File: src/rtl/simplecpu_pkg.sv
// Shared widths and the prefetch entry layout for the fetch unit.
package simplecpu_pkg;
  localparam int ADDR_W = 8;
  localparam int INS_W  = 16;
  localparam int ENTRY_W = ADDR_W + INS_W;
  localparam logic [INS_W-1:0] NOP_INS = 16'h0000;

  typedef struct packed {
    logic [ADDR_W-1:0] pc;
    logic [INS_W-1:0]  ins;
  } fetch_entry_t;
endpackage

File: src/rtl/ifetch_fifo.sv
// Circular prefetch buffer; head is read combinationally from storage.
// Push into a full buffer is legal only together with a pop (slot is recycled).
module ifetch_fifo
  import simplecpu_pkg::*;
#(
  parameter int DEPTH = 2
) (
  input  logic               clk,
  input  logic               rst_n,
  input  logic               flush,
  input  logic               push,
  input  logic [ENTRY_W-1:0] push_dat,
  input  logic               pop,
  output logic [ENTRY_W-1:0] head,
  output logic [3:0]         count
);
  localparam int PTR_W = $clog2(DEPTH);

  logic [ENTRY_W-1:0] mem [DEPTH];
  logic [PTR_W-1:0]   rd_ptr;
  logic [PTR_W-1:0]   wr_ptr;

  function automatic logic [PTR_W-1:0] next_ptr(input logic [PTR_W-1:0] p);
    return (p == PTR_W'(DEPTH - 1)) ? '0 : p + PTR_W'(1);
  endfunction

  assign head = mem[rd_ptr];

  always_ff @(posedge clk or negedge rst_n) begin
    if (!rst_n) begin
      for (int i = 0; i < DEPTH; i++) mem[i] <= '0;
      rd_ptr <= '0;
      wr_ptr <= '0;
      count  <= '0;
    end else if (flush) begin
      rd_ptr <= '0;
      wr_ptr <= '0;
      count  <= '0;
    end else begin
      if (push) begin
        mem[wr_ptr] <= push_dat;
        wr_ptr      <= next_ptr(wr_ptr);
      end
      if (pop) rd_ptr <= next_ptr(rd_ptr);
      count <= count + {3'b000, push} - {3'b000, pop};
    end
  end
endmodule

File: src/rtl/instr_fetch_unit.sv
// Sequential instruction prefetcher feeding a valid/ready consumer; 1-cycle fetch-to-valid.
// Optional halt-on-zero-word detection is enabled by defining IFETCH_HALT_DETECT_EN.
module instr_fetch_unit
  import simplecpu_pkg::*;
#(
  parameter int              DEPTH    = 2,
  parameter logic [ADDR_W-1:0] PC_RESET = 8'h00
) (
  input  logic        clk,
  input  logic        rst_n,
  output logic [7:0]  imem_addr,
  input  logic [15:0] imem_ins,
  output logic        ins_valid,
  input  logic        ins_ready,
  output logic [15:0] ins_data,
  output logic [7:0]  ins_pc,
  input  logic        redirect_valid,
  input  logic [7:0]  redirect_pc,
  output logic [3:0]  fifo_count,
  output logic        halted
);
  logic [ADDR_W-1:0]  pc;
  logic               halt_q;
  logic               pop;
  logic               fetch;
  logic [ENTRY_W-1:0] head_raw;
  fetch_entry_t       head;
  fetch_entry_t       new_entry;

  assign imem_addr = pc;
  assign ins_valid = (fifo_count != 4'd0);
  assign pop       = ins_valid & ins_ready & ~redirect_valid;
  // A pop frees a slot in the same cycle, so a full buffer still streams.
  assign fetch     = ~halt_q & ~redirect_valid & ((fifo_count < 4'(DEPTH)) | pop);
  assign new_entry = '{pc: pc, ins: imem_ins};
  assign head      = head_raw;
  assign ins_data  = head.ins;
  assign ins_pc    = head.pc;
  assign halted    = halt_q;

  always_ff @(posedge clk or negedge rst_n) begin
    if (!rst_n)              pc <= PC_RESET;
    else if (redirect_valid) pc <= redirect_pc;
    else if (fetch)          pc <= pc + 8'd2;
  end

`ifdef IFETCH_HALT_DETECT_EN
  always_ff @(posedge clk or negedge rst_n) begin
    if (!rst_n)                            halt_q <= 1'b0;
    else if (redirect_valid)               halt_q <= 1'b0;
    else if (fetch && imem_ins == NOP_INS) halt_q <= 1'b1;
  end
`else
  assign halt_q = 1'b0;
`endif

  ifetch_fifo #(.DEPTH(DEPTH)) u_fifo (
    .clk      (clk),
    .rst_n    (rst_n),
    .flush    (redirect_valid),
    .push     (fetch),
    .push_dat (new_entry),
    .pop      (pop),
    .head     (head_raw),
    .count    (fifo_count)
  );
endmodule

File: config.mk
export PLATFORM = sky130hd
export DESIGN_NAME = instr_fetch_unit
export DESIGN_NICKNAME = d
export VERILOG_FILES = /design/src/rtl/simplecpu_pkg.sv /design/src/rtl/ifetch_fifo.sv /design/src/rtl/instr_fetch_unit.sv
export SDC_FILE = /design/constraint.sdc
export NUM_CORES = 1
export LEC_CHECK = 0
export ABC_AREA = 1
export BUFFER_PORTS_ARGS = -buffer_cell sky130_fd_sc_hd__buf_2
export CORE_MARGIN = 5
export CORE_UTILIZATION = 61
export CTS_BUF_LIST = sky130_fd_sc_hd__clkbuf_2 sky130_fd_sc_hd__clkbuf_4 sky130_fd_sc_hd__clkbuf_8
export DETAILED_ROUTE_END_ITERATION = 6
export PLACE_DENSITY = 0.88
export RECOVER_POWER = 50
export SETUP_SLACK_MARGIN = 0.5
export SYNTH_ARGS = -nofsm -noshare
export SYNTH_HDL_FRONTEND = slang
export SYNTH_SLANG_ARGS = --single-unit
File: constraint.sdc
create_clock -name clk -period 5.1 [get_ports clk]
set_input_delay 0.51 -clock clk [delete_from_list [all_inputs] [get_ports clk]]
set_output_delay 0.51 -clock clk [all_outputs]
set_load 0.03 [all_outputs]
# After elaboration in Yosys (flattened, before gate mapping)
# Cells that the tools add are included.
[totals] in_bits=28 elab_cells=42 out_inout_bits=38 regBits=62
[classes] n_lt_le_gt_ge=4 add_sub_neg=5 reduce_logical=5 n_mux=15 n_bitwise=7
[op_table] op="$mux 24" n=4
[op_table] op="$bwmux 48" n=1
[op_table] op="$demux 24 s1" n=1
[op_table] op="$mux 8" n=2
[op_table] op="$add 8x2->8 const B" n=1
[op_table] op="$mux 1" n=6
[op_table] op="$add 4x1->4" n=1
[op_table] op="$ge 2x2->1 const B" n=2
[op_table] op="$lt 4x2->1 const B" n=1
[op_table] op="$mux 4" n=1
[op_table] op="$not 1->2" n=2
[op_table] op="$reduce_bool 2->1" n=2
[op_table] op="$reduce_bool 4->1" n=1
[op_table] op="$sub 4x1->4" n=1
[op_table] op="$and 1x1->1" n=3
[op_table] op="$add 1x1->1 const B" n=2
[op_table] op="$lt 2x1->1 const B" n=1
[op_table] op="$reduce_and 2->1" n=1
[op_table] op="$logic_and 1x1->1" n=1
[op_table] op="$not 1->1" n=1
[op_table] op="$or 1x1->1" n=1

# Depth between registers and ports, before layout
# Gate-level depths: netlist (run 1).
[depth] ltp_word=8 ltp_mapped=12 mapped_depth_nobuf=12

# Modules after synthesis
# From an unflattened synthesis (run 1), not the netlist that was laid out.
[unflattened] cells_unflattened=332 area_unflattened_um2=3090.5
[modules_own_cells] mod="ifetch_fifo" area_per_inst_um2=2513.7 cells_each=247 seq_area_each_um2=1351.3 instances=1
[modules_own_cells] mod="instr_fetch_unit" area_per_inst_um2=576.8 cells_each=85 seq_area_each_um2=200.2 instances=1

# Least setup slack after synthesis (run 1)
# No wires, ideal clock.
[synth_path] path_type="reg2reg" startpoint="register u_fifo.count[2]" endpoint="register u_fifo.count[1]" period_less_slack_ns=2.286 required_time_ns=4.977 n_path_buf=1 t_arrival_ns=2.163 path_slack_ns=2.814 setup_time_ns=0.123 path_stages_with_launch=11 cell_sequence="dfrtp_1 inv_1 ha_1 nand2_2 nand2_4 a21oi_4 buf_4 ha_1 fa_1 inv_1 nor2_1"
[synth_via] elab_chain_len=8 word_cells_on_any_way=9 cone_classes="add/sub (2); order compare (1); mux (1); bitwise (4); reduce/logical (1)"
[synth_rtl] element="from (decl)" line="ifetch_fifo.sv:15" text="output logic [3:0] count"
[synth_rtl] element="from (signal assigned)" line="ifetch_fifo.sv:45" text="count <= count + {3'b000, push} - {3'b000, pop};"
[synth_rtl] element="$reduce_bool 4->1 (*)" line="instr_fetch_unit.sv:31" text="assign ins_valid = (fifo_count != 4'd0);"
[synth_rtl] element="via ins_valid" line="instr_fetch_unit.sv:13" text="output logic ins_valid,"
[synth_rtl] element="$and 1x1->1 (*) (2 in series)" line="instr_fetch_unit.sv:32" text="assign pop = ins_valid & ins_ready & ~redirect_valid;"
[synth_rtl] element="$or 1x1->1" line="instr_fetch_unit.sv:34" text="assign fetch = ~halt_q & ~redirect_valid & ((fifo_count < 4'(DEPTH)) | pop);"
[synth_rtl] element="$and 1x1->1" line="instr_fetch_unit.sv:34"
[synth_rtl] element="$add 4x1->4" line="ifetch_fifo.sv:45"
[synth_rtl] element="$sub 4x1->4 (*)" line="ifetch_fifo.sv:45"
[synth_rtl] element="$mux 4 (*)" line="ifetch_fifo.sv:35" text="end else if (flush) begin"
# Mark *: on every way through the listed nets, which the timed path passes. The rest lies on a longest branch.
# A chain may end at the register's enable or synchronous reset.

# Final worst setup path (run 1)
[layout_path] startpoint="register u_fifo.count[2]" endpoint="register u_fifo.mem[47] in the netlist's numbering"
[layout_via] elab_chain_len=6 word_cells_on_any_way=7 cone_classes="order compare (1); bitwise (4); reduce/logical (2)"
[layout_rtl] element="$reduce_bool 4->1" line="instr_fetch_unit.sv:31"
[layout_rtl] element="$and 1x1->1 (2 in series)" line="instr_fetch_unit.sv:32"
[layout_rtl] element="$or 1x1->1 (*)" line="instr_fetch_unit.sv:34"
[layout_rtl] element="$and 1x1->1 (*)" line="instr_fetch_unit.sv:34"
[layout_rtl] element="$reduce_and 2->1 (no line) (*)"
[layout_rtl] element="to (signal, indexed assignment)" line="ifetch_fifo.sv:41" text="mem[wr_ptr] <= push_dat;"
[layout_rtl] element="to (decl)" line="ifetch_fifo.sv:19" text="logic [ENTRY_W-1:0] mem [DEPTH];"
# Every way passes the cells marked *; elsewhere a longest branch is shown, timed or not.

==> summary.md, run 1 <==
| Metric | Value |
|---|---|
| Status | `complete, no violations` |
| CTS Hold Bufs | `0` |
| Tcrit/Tclk final | `0.567` |
| Ys Warns | `0` |
| Crit. Startpoint | `u_fifo.count[2]` |
| Final Wtd Congestion | `0.893` |
| Crit. End Element | `register` |
| Crit Path Max Fanout | `33` |
| DR iter-0 viols | `239` |
| Final setup vio count | `0` |
| Setup Fix Bufs, Post-CTS | `0` |
| # rows | `26` |
| FF-to-FF Start | `u_fifo.count[2]` |
| Cell Area, Synth | `3100 µm²` |
| Peak Freq | `0.346 GHz` |
| Post-synthesis cell type count | `27` |
| Cell Chain, Critical Path | `inv_1 -> ha_1 -> nand2_1 -> nand2_1 -> nand3_1 -> nand2_4 -> nand2_1 -> o21ai_1` |
| Detailed placement HPWL | `4.54 mm` |
| Crit-path leading delay family | `simple AND/OR/NAND/NOR gates` |
| Clock buffer depth | `2` |
| CP Launch Type | `register` |
| Slew Limit Fails | `0` |
| N_diodes | `0` |
| Crit-path most repeated cell | `nand2_1` |
| Vias per cell | `5.20` |
| Die Width | `81.3 µm` |
| Share of cells above drive strength 1 | `0.168` |
| Core Area | `5010 µm²` |
| Post-DRT Antenna Nets | `0` |
| Slew margin rel. | `0.184` |
| CTS Buf Count | `9` |
| Clk slew on worst S/H paths | `70 ps` |
| CTS Root Cell | `clkbuf_8` |
| Drt wl/cell | `13.3 µm` |
| First-pass GRT wire length | `11.5 mm` |
| Nets | `489` |
| Seq cells post-synth | `62` |
| Post-Route WL | `7.02 mm` |
| Max incr delay on CP | `890 ps` |
| Clk_lat worst skew | `340 ps` |
| Worst min path class | `primary input to asynchronous set/reset pin` |
| RSZ-0062 raised after global routing | `no` |
| Syn Area/Cell | `7.75 µm²` |
| Worst VDD drop | `0.442 mV` |
| Hold Vio Cnt, Final | `0` |
| Util after Layout | `0.708` |
| Worst Tran Pin Value | `1220 ps` |
| DRC | `0` |
| Top cells by area, synth | `dfrtp_1 (50%), nand2_1 (23%), nand3_1 (9.0%)` |
| Layout area overhead | `14.4%` |
| Area share of the largest cell type after synthesis | `0.500` |
| Mapped Cells | `400` |
| Initial core utilization | `0.619` |
| Vias in the first global route | `2,585` |
| Total gr overflow | `0` |
| Largest net degree at the start of global routing | `63` |
| Die ar. | `6610 µm²` |
| Leading area contributor after synthesis | `dfrtp_1` |
| Minimum clock period | `2890 ps` |
| Pwr dens | `711 nW/µm²` |
| Post-CTS sizing | `0` |
| CTS HTree Levels | `3` |
| Die Ht | `81.3 µm` |
| Pre-antenna DRT Iters | `4` |
| Critical-path top delay cell | `nand3_1` |
| Filler Cells Inserted | `428` |
| Port Buffer Count | `64` |
| Initial antenna violation count | `0` |
| I/O pins | `66` |
| Final Skew | `7.17 ps` |
| CTS tree | `done` |
| Max Cap Violations | `0` |
| Pleak | `0.00200 µW` |
| GRT Overall Usage | `0.230` |
| WS Path Type | `register to register` |
| Clk sink count | `62` |
| CP arrival | `3130 ps` |
| Total Neg Setup Slack | `0 ps` |
| Vias | `2,748` |
| Worst path bufs/invs | `1` |
| Sequential share of the synthesized area | `0.500` |
| Required time at the worst-slack endpoint | `5340 ps` |
| Syn_nets | `435` |
==> routing by layer <==
layer / part of all wire / vias to the layer above / track usage
met4: 0.025 / 0 / 0.123
li1: - / 1363 / -
met3: 0.071 / 16 / 0.0410
met2: 0.48 / 102 / 0.363
met1: 0.43 / 1267 / 0.300
met5: 0 / - / 0
==> placed cells by master (no fill, tap or decap), drive strengths merged, types with 2 or more instances in the layout <==
cell / count
ha: 6
buf: 53
dfrtp: 62
clkinv: 2
or2: 4
nor2: 8
a21oi: 4
o21ai: 15
clkbuf: 23
inv: 22
nand3: 58
nand2: 195
==> flip-flops by register name, indices dropped and copies added (netlist names) <==
register       count
u_fifo.mem        48
u_fifo.rd_ptr      1
imem_addr          8
u_fifo.wr_ptr      1
u_fifo.count       4
==> worst reg2reg max path: cells and delay by family (launching register included) <==
kind / cells / cell delay, ps
AO/OA/AOI/OAI: 1 / 120
adder cells (fa/ha/maj): 1 / 190
buffers and inverters: 1 / 80
flip-flops: 1 / 390
AND/OR/NAND/NOR: 5 / 2020
==> worst paths after layout <==
kind	cells after the start	endpoint	slack, ps
setup reg to reg	8	u_fifo.mem[47]	2210
min in group clk	3	imem_addr[0]	390
hold / removal	2	u_fifo.count[0]	310
setup / recovery	8	u_fifo.mem[47]	2210
max in group asynchronous	2	u_fifo.mem[25]	4270
hold reg to reg	2	u_fifo.mem[37]	470
==> through the flow <==
step                instances  total power [µW]  hold slack (ps)  area (µm²)  setup WS (ps)
finish                    528              2520              314        3550           2210
global route              528              2710              385        3550           2040
CTS                       528              2550              353        3580           2490
detailed placement        513              2130              458        3390           2720
global placement          513              2090              453        3390           2790
floorplan                 400              1820              214        3100           2810
==> Yosys cell counts (all sizes together) <==
cell	n
ha	6
or2	4
nand3	58
nor2	8
nand4	1
conb	1
o21ai	15
buf	13
nand2	195
xnor2	1
clkbuf	9
fa	1
inv	22
a21oi	4
dfrtp	62
==> where the power goes <==
| part | switching, µW | internal [µW] | leakage, µW |
|---|---|---|---|
| Sequential | 210 | 717 | 0.000769 |
| Combinational | 823 | 342 | 0.00113 |
| Clock | 189 | 240 | 0.0000986 |
==> layout make-up <==
| type | count | area (µm²) | share of cell area |
|---|---|---|---|
| sequential | 62 | 1550 | 0.437 |
| multi-input combinational | 294 | 1320 | 0.372 |
| timing repair buffer | 65 | 313 | 0.0882 |
| clock buffer | 11 | 145 | 0.0409 |
| tap | 70 | 87.6 | 0.0247 |
| inverter | 22 | 82.6 | 0.0233 |
| clock inverter | 4 | 47.5 | 0.0134 |
==> cell families (layout without fill, tap and decap cells) <==
logic type	after synthesis	after routing	synth area share
xor+xnor	1	1	0.00283
other cells	1	1	0.00121
compound gates	19	19	0.0343
fa+ha+maj	7	7	0.0307
simple gates	266	266	0.364
flops	62	62	0.500
buf+inv	44	102	0.0666
(Power assumes the default switching activity.)
==> run 2, diff against run 1 <==
ABC_AREA = 0   (was 1)
CORE_UTILIZATION = 50   (was 61)
PLACE_DENSITY = 0.78   (was 0.88)
clock period = 2.6 ns   (was 5.1 ns; I/O delays follow)
==> run 2 against run 1 <==
Net effect: clock skew hardly changed; largest cell class unchanged; combinational power up 120%; critical path type unchanged; power is 100% higher; final cell count down 31%; worst setup slack lost 1800 ps; global-route usage fell by 6.0 points; non-clock buffer count is 8 higher; via count decreased by 32%; the flow now finishes with violations (capacitance limit); core utilization decreased by 9.9 points; maximum frequency up 29%; highest routed layer unchanged.
==> summary.md, run 2 <==
| Metric | Value |
|---|---|
| CTS Buf Count | `9 (unchanged)` |
| Crit. End Element | `register (unchanged)` |
| Clk slew on worst S/H paths | `70 ps (about the same)` |
| Initial antenna violation count | `0 (unchanged)` |
| Register share of total power | `0.330 (was 0.368)` |
| Hold EP | `imem_addr[5]` |
| CTS tree | `done (unchanged)` |
| Final Wtd Congestion | `0.752 (was 0.893)` |
| Reg2reg end | `u_fifo.count[2] (was u_fifo.mem[47])` |
| Top cells by area, synth | `dfrtp_1 (53%), mux2_2 (28%), xnor2_1 (2.7%) (was dfrtp_1 (50%), nand2_1 (23%), nand3_1 (9.0%))` |
| Die Ht | `86.6 µm (was 81.3 µm)` |
| Seq cells post-synth | `62 (unchanged)` |
| Initial core utilization | `0.505 (was 0.619)` |
| Drt wl/cell | `15.2 µm (was 13.3 µm)` |
| Total gr overflow | `0 (unchanged)` |
| GRT Overall Usage | `0.169 (was 0.230)` |
| # rows | `28 (was 26)` |
| Pwr dens | `1430 nW/µm² (was 711 nW/µm²)` |
| Peak Freq | `0.447 GHz (was 0.346 GHz)` |
| Final setup vio count | `0 (unchanged)` |
| Overall Power | `5060 µW (was 2520 µW)` |
| Async set-reset flop share out of synthesis | `1.00 (unchanged)` |
| Worst reg-to-reg setup slack | `360 ps (was 2210 ps)` |
| Mapped Cells | `214 (was 400)` |
| Detailed placement HPWL | `3.74 mm (was 4.54 mm)` |
| Syn Area/Cell | `13.7 µm² (was 7.75 µm²)` |
| Cell Area, Synth | `2940 µm² (was 3100 µm²)` |
| Worst min path class | `primary input to register (was primary input to asynchronous set/reset pin)` |
| Final Skew | `7.41 ps (was 7.17 ps)` |
| Status | `complete, but fails checks (was complete, no violations)` |
| CP arrival | `2400 ps (was 3130 ps)` |
| Pleak | `0.00160 µW (was 0.00200 µW)` |
| Multi-input combinational cell area | `1290 µm² (was 1320 µm²)` |
| Vias per cell | `5.10 (was 5.20)` |
| Largest net degree at the start of global routing | `63 (unchanged)` |
| Reg with most FFs | `u_fifo.mem (unchanged)` |
| Comb power frac | `0.514 (was 0.462)` |
| Vias in the first global route | `2,043 (was 2,585)` |
| Total Neg Setup Slack | `0 ps (unchanged)` |
| Area share of the largest cell type after synthesis | `0.529 (was 0.500)` |
| Hold Vio Cnt, Final | `0 (unchanged)` |
| Post-synthesis cell type count | `30 (was 27)` |
| Port Buffer Count | `64 (unchanged)` |
| Required time at the worst-slack endpoint | `2770 ps (was 5340 ps)` |
| HP Start | `redirect_pc[5]` |
| Sequential share of the synthesized area | `0.529 (was 0.500)` |
| Clk_lat worst skew | `330 ps (was 340 ps)` |
| Vias | `1,867 (was 2,748)` |
| Max FFs per register | `48 (unchanged)` |
| Leading cell types by count after synthesis | `mux2_2 (72), dfrtp_1 (62), nand2_1 (9), xnor2_1 (9), o21ai_0 (8) (was nand2_1 (191), dfrtp_1 (62), nand3_1 (56))` |
| CTS Root Cell | `clkbuf_8 (unchanged)` |
| Post-Route WL | `5.57 mm (was 7.02 mm)` |
| CP Launch Type | `register (unchanged)` |
| Clock buffer depth | `2 (unchanged)` |
| Hold path cells | `3` |
| Minimum clock period | `2240 ps (was 2890 ps)` |
| FF-to-FF Start | `u_fifo.count[2] (unchanged)` |
| Ys flop type | `dfrtp_1 (unchanged)` |
| Clk sink count | `62 (unchanged)` |
| Cells on worst reg2reg path | `11 (was 8)` |
| Slew margin rel. | `0.00747 (was 0.184)` |
| Failing checks | `capacitance limit` |
| Internal power | `3010 µW (was 1300 µW)` |
| I/O pins | `66 (unchanged)` |
| Worst Tran Pin Value | `1490 ps (was 1220 ps)` |
| Die Width | `86.6 µm (was 81.3 µm)` |
| Switch share | `0.404 (was 0.485)` |
| Crit Path Max Fanout | `2 (was 33)` |
| Clock power frac | `0.156 (was 0.170)` |
| Tcrit/Tclk final | `0.860 (was 0.567)` |
| Dpl cell area | `3320 µm² (was 3390 µm²)` |
| EDFF count, synth | `0 (unchanged)` |
| N_diodes | `0 (unchanged)` |
| DRC | `0 (unchanged)` |
| DR iter-0 viols | `51 (was 239)` |
| Syn_nets | `249 (was 435)` |
| Psw | `2050 µW (was 1220 µW)` |
| Commonest non-fill, non-tap cell in the layout | `mux2_2 (was nand2_1)` |
| Post-DRT Antenna Nets | `0 (unchanged)` |
| First-pass GRT wire length | `9.69 mm (was 11.5 mm)` |
| Layout area overhead | `20.6% (was 14.4%)` |
| Ys Warns | `0 (unchanged)` |
| Pre-antenna DRT Iters | `4 (unchanged)` |
| Core Area | `5820 µm² (was 5010 µm²)` |
| Most frequent cell after synthesis | `mux2_2 (was nand2_1)` |
| Share of cells above drive strength 1 | `0.560 (was 0.168)` |
| Nets | `321 (was 489)` |
| Fin area | `3540 µm² (was 3550 µm²)` |
| Filler Cells Inserted | `500 (was 428)` |
| Die ar. | `7500 µm² (was 6610 µm²)` |
| Commonest cells after routing, fill and taps aside | `mux2_2 (72), dfrtp_1 (60), buf_2 (51), clkbuf_1 (13), clkbuf_8 (12) (was nand2_1 (193), dfrtp_1 (62), nand3_1 (57), buf_2 (52), inv_1 (19))` |
| Leading area contributor after synthesis | `dfrtp_1 (unchanged)` |
| CTS HTree Levels | `3 (unchanged)` |
| Slew Limit Fails | `0 (unchanged)` |
| RSZ-0062 raised after global routing | `yes (was no)` |
| Worst VDD drop | `0.778 mV (was 0.442 mV)` |
| Max Cap Violations | `1 (was 0)` |
| WS Path Type | `register to register (unchanged)` |
| Reg area | `1550 µm² (about the same)` |
[run 2: cell count changes after synthesis, moves of 4 or more]
| cell | delta |
|---|---|
| buf_2 | -5 |
| buf_4 | -4 |
| clkbuf_1 | -6 |
| inv_1 | -12 |
| mux2_2 | +72 |
| nand2_1 | -182 |
| nand3_1 | -51 |
| o21ai_1 | -10 |
| xnor2_1 | +8 |
[run 2: worst max-delay path, cell delays in order, from the launching register on]
cell	delay, ps
dfrtp_2	410
inv_2	70
ha_4	140
nand2b_4	50
o21ai_0	230
nor2_1	80
ha_1	350
inv_2	50
ha_4	150
fa_2	350
xnor2_1	150
nor2_1	60
[run 2: repair_timing]
item / 4_1_cts / 5_1_grt
pin swaps: 1 / 4
setup buffers: 2 / 1
hold endpoints to repair: 62 / 0
resized for setup: 0 / 8
hold buffers: 1 / 0
endpoints found under the setup margin: 2 / 47
[run 2: metal layers]
metal / GRT usage / wire, µm / vias up
met3: 0.0494 / 359 / 6
li1: - / - / 884
met5: 0 / 0 / -
met2: 0.266 / 2780 / 47
met1: 0.218 / 2370 / 930
met4: 0.0722 / 59 / 0
[run 2: power groups by stage]
stage / Combinational [µW] / Clock (µW) / Sequential (µW)
floorplan: 1970 / 0 / 1710
global placement: 2520 / 0 / 1660
detailed placement: 2570 / 0 / 1680
CTS: 2610 / 816 / 1670
global route: 2820 / 871 / 1740
finish: 2600 / 788 / 1670
[run 2: worst max-delay path by stage]
stage                     from              end  slack [ps]  cells past startpoint
2_1_floorplan  u_fifo.count[2]  u_fifo.count[1]         360                     11
3_3_place_gp   u_fifo.count[2]  u_fifo.count[1]         530                     10
3_5_place_dp   u_fifo.count[2]  u_fifo.count[1]         450                     10
4_1_cts        u_fifo.count[2]  u_fifo.count[1]         500                     10
5_1_grt        u_fifo.count[3]  u_fifo.count[2]         200                     11
6_report       u_fifo.count[2]  u_fifo.count[2]         360                     11
[run 2: final cells by class]
class | instances | share of cell area
clock buffer | 13 | 0.0488
multi-input combinational | 133 | 0.365
tap | 75 | 0.0265
clock inverter | 3 | 0.00495
timing repair buffer | 73 | 0.108
inverter | 7 | 0.00742
sequential | 62 | 0.439
[run 2: cell families (layout without fill, tap and decap cells)]
logic type,Yosys count,after routing,share of synthesized area
AND/OR/NAND/NOR,25,25,0.0396
XOR/XNOR,10,10,0.0298
buffers and inverters,19,96,0.0490
adder cells (fa/ha/maj),7,7,0.0324
multiplexers,74,74,0.285
AO/OA/AOI/OAI,16,16,0.0345
other,1,1,0.00128
flip-flops,62,62,0.529
[run 2: per-stage QoR]
step	std cells	setup slack [ps]	hold slack, ps	utilization
2_1_floorplan	214	361	-35.6	-
3_3_place_gp	346	528	296	0.571
3_5_place_dp	346	450	304	0.571
4_1_cts	365	500	127	0.608
5_1_grt	366	201	133	0.609
6_report	366	364	144	0.609
==> run 3, diff against run 2 <==
CORE_UTILIZATION = 48   (was 50)
CTS_BUF_LIST = default   (was sky130_fd_sc_hd__clkbuf_2 sky130_fd_sc_hd__clkbuf_4 sky130_fd_sc_hd__clkbuf_8)
PLACE_DENSITY = 0.75   (was 0.78)
==> run 3 against run 2 <==
Net effect: core utilization grew 0.14 points; clock power grew 16%; sequential share of layout area is 0.85 points lower; hold slack is essentially flat; largest cell class unchanged; the run now ends clean; critical path type unchanged; clock-buffer cell count is 1 lower; sequential cell count did not move; first-iteration DRC count decreased by 24%; global-route usage down 0.58 points; highest routed layer unchanged; worst setup slack better by 60 ps.
==> summary.md, run 3 (synthesis gave the netlist of run 2 again) <==
| Metric | Value |
|---|---|
| Final Wtd Congestion | `0.742 (was 0.752)` |
| Max incr delay on CP | `410 ps (about the same)` |
| Post-Route WL | `5.74 mm (was 5.57 mm)` |
| Worst Tran Pin Value | `1040 ps (was 1490 ps)` |
| Total gr overflow | `0 (unchanged)` |
| Clk_lat worst skew | `330 ps (about the same)` |
| WS Path Type | `register to register (unchanged)` |
| Slew Limit Fails | `0 (unchanged)` |
| Clock buffer depth | `2 (unchanged)` |
| Drt wl/cell | `15.5 µm (was 15.2 µm)` |
| Die Width | `88.2 µm (was 86.6 µm)` |
| Overall Power | `5270 µW (was 5060 µW)` |
| RSZ-0062 raised after global routing | `yes (unchanged)` |
| Status | `complete, no violations (was complete, but fails checks)` |
| Initial core utilization | `0.496 (was 0.505)` |
| Max Cap Violations | `0 (was 1)` |
| Minimum clock period | `2180 ps (was 2240 ps)` |
| CTS tree | `done (unchanged)` |
| Share of cells above drive strength 1 | `0.564 (was 0.560)` |
| Vias per cell | `5.09 (was 5.10)` |
| Cell Chain, Critical Path | `inv_2 -> ha_4 -> nand2b_4 -> o21ai_4 -> nor2_2 -> ha_1 -> inv_2 -> ha_4 -> fa_2 -> xnor2_2 -> nor2_1 (was inv_2 -> ha_4 -> nand2b_4 -> o21ai_0 -> nor2_1 -> ha_1 -> inv_2 -> ha_4 -> fa_2 -> xnor2_1 -> nor2_1)` |
| Commonest cells after routing, fill and taps aside | `mux2_2 (72), dfrtp_1 (59), buf_2 (50), clkbuf_1 (17) (was mux2_2 (72), dfrtp_1 (60), buf_2 (51), clkbuf_1 (13), clkbuf_8 (12))` |
| Final setup vio count | `0 (unchanged)` |
| Hold Vio Cnt, Final | `0 (unchanged)` |
| Largest net degree at the start of global routing | `34 (was 63)` |
| Initial antenna violation count | `0 (unchanged)` |
| Commonest non-fill, non-tap cell in the layout | `mux2_2 (unchanged)` |
| Worst min path class | `primary input to register (unchanged)` |
| Die Ht | `88.2 µm (was 86.6 µm)` |
| First-pass GRT wire length | `9.57 mm (was 9.69 mm)` |
| Clk sink count | `62 (unchanged)` |
| GRT Overall Usage | `0.163 (was 0.169)` |
| Worst VDD drop | `0.746 mV (was 0.778 mV)` |
| CTS Root Cell | `clkbuf_8 (unchanged)` |
| Pleak | `0.00163 µW (was 0.00160 µW)` |
| Post-DRT Antenna Nets | `0 (unchanged)` |
| Util after Layout | `0.610 (was 0.609)` |
| N_diodes | `0 (unchanged)` |
| DRC | `0 (unchanged)` |
| Core Area | `5920 µm² (was 5820 µm²)` |
| Cells on worst reg2reg path | `11 (unchanged)` |
| Layout area overhead | `23.1% (was 20.6%)` |
| CP Launch Type | `register (unchanged)` |
| I/O pins | `66 (unchanged)` |
| Pwr dens | `1460 nW/µm² (was 1430 nW/µm²)` |
| Max FFs per register | `48 (unchanged)` |
| Hold path cells | `3 (unchanged)` |
| CTS HTree Levels | `3 (unchanged)` |
| Slew margin rel. | `0.305 (was 0.00747)` |
| CP arrival | `2340 ps (was 2400 ps)` |
| Clk slew on worst S/H paths | `60 ps (was 70 ps)` |
| Tcrit/Tclk final | `0.837 (was 0.860)` |
| Crit. End Element | `register (unchanged)` |
| Fin area | `3610 µm² (was 3540 µm²)` |
| Reg with most FFs | `u_fifo.mem (unchanged)` |
| Crit Path Max Fanout | `2 (unchanged)` |
| # rows | `28 (unchanged)` |
| Total Neg Setup Slack | `0 ps (unchanged)` |
| Peak Freq | `0.460 GHz (was 0.447 GHz)` |
| Critical-path top delay cell | `dfrtp_2 (unchanged)` |
| Filler Cells Inserted | `487 (was 500)` |
| DR iter-0 viols | `39 (was 51)` |
| Vias in the first global route | `2,068 (was 2,043)` |
| Die ar. | `7780 µm² (was 7500 µm²)` |
| CTS Buf Count | `9 (unchanged)` |
| Required time at the worst-slack endpoint | `2760 ps (was 2770 ps)` |
| Port Buffer Count | `64 (unchanged)` |
| Vias | `1,890 (was 1,867)` |
| Detailed placement HPWL | `3.84 mm (was 3.74 mm)` |
| Pre-antenna DRT Iters | `4 (unchanged)` |
| Final Skew | `7.62 ps (was 7.41 ps)` |
| Dpl cell area | `3330 µm² (was 3320 µm²)` |
| Nets | `326 (was 321)` |
run 3: layout make-up:
type	instances	area, µm²	share of cell area
well taps	75	93.8	0.0260
multi-input cells	133	1310	0.361
clock inverters	4	70.1	0.0194
clock buffers	12	145	0.0402
flip-flops and latches	62	1560	0.430
inverters	7	26.3	0.00727
repair buffers	78	417	0.115
run 3: worst paths after layout:
path | slack (ps) | startpoint | end
max | 420 | u_fifo.count[3] | u_fifo.count[2]
min | 140 | redirect_pc[2] | imem_addr[2]
max reg2reg | 420 | u_fifo.count[3] | u_fifo.count[2]
min reg2reg | 500 | u_fifo.mem[17] | u_fifo.mem[17]
max in group asynchronous | 740 | rst_n | u_fifo.count[3]
min in group asynchronous | 480 | rst_n | u_fifo.mem[24]
run 3: repair_timing:
| item | CTS | global route |
|---|---|---|
| cloned | 0 | 0 |
| endpoints found under the hold margin | 11 | 0 |
| hold buffers | 1 | 0 |
| gates resized for setup | 2 | 8 |
| pin swaps | 1 | 5 |
| endpoints found under the setup margin | 12 | 36 |
| setup buffers | 6 | 1 |
run 3: routing by layer:
| layer | GRT usage | part of all wire | vias up |
|---|---|---|---|
| met2 | 0.260 | 0.48 | 55 |
| li1 | - | - | 895 |
| met1 | 0.201 | 0.43 | 925 |
| met3 | 0.0480 | 0.063 | 15 |
| met5 | 0 | 0 | - |
| met4 | 0.0852 | 0.023 | 0 |
run 3: worst max-delay path, delay by kind of cell (launching register included):
family	cells	cell delay, ps
adder cells (fa/ha/maj)	4	1000
AND/OR/NAND/NOR	3	170
buffers and inverters	2	120
AO/OA/AOI/OAI	1	160
flip-flops	1	410
XOR/XNOR	1	150
run 3: metrics by stage:
stage / setup slack, ps / std cells / hold WS (ps)
3_3_place_gp: 531 / 347 / 169
3_5_place_dp: 461 / 347 / 174
6_report: 424 / 371 / 143
2_1_floorplan: 361 / 214 / -35.6
5_1_grt: 291 / 371 / 137
4_1_cts: 502 / 370 / 123
run 3: power breakdown:
part           internal [µW]  total [µW]  switching [µW]
clock network            564         914             351
logic                   1220        2650            1430
registers               1420        1710             291
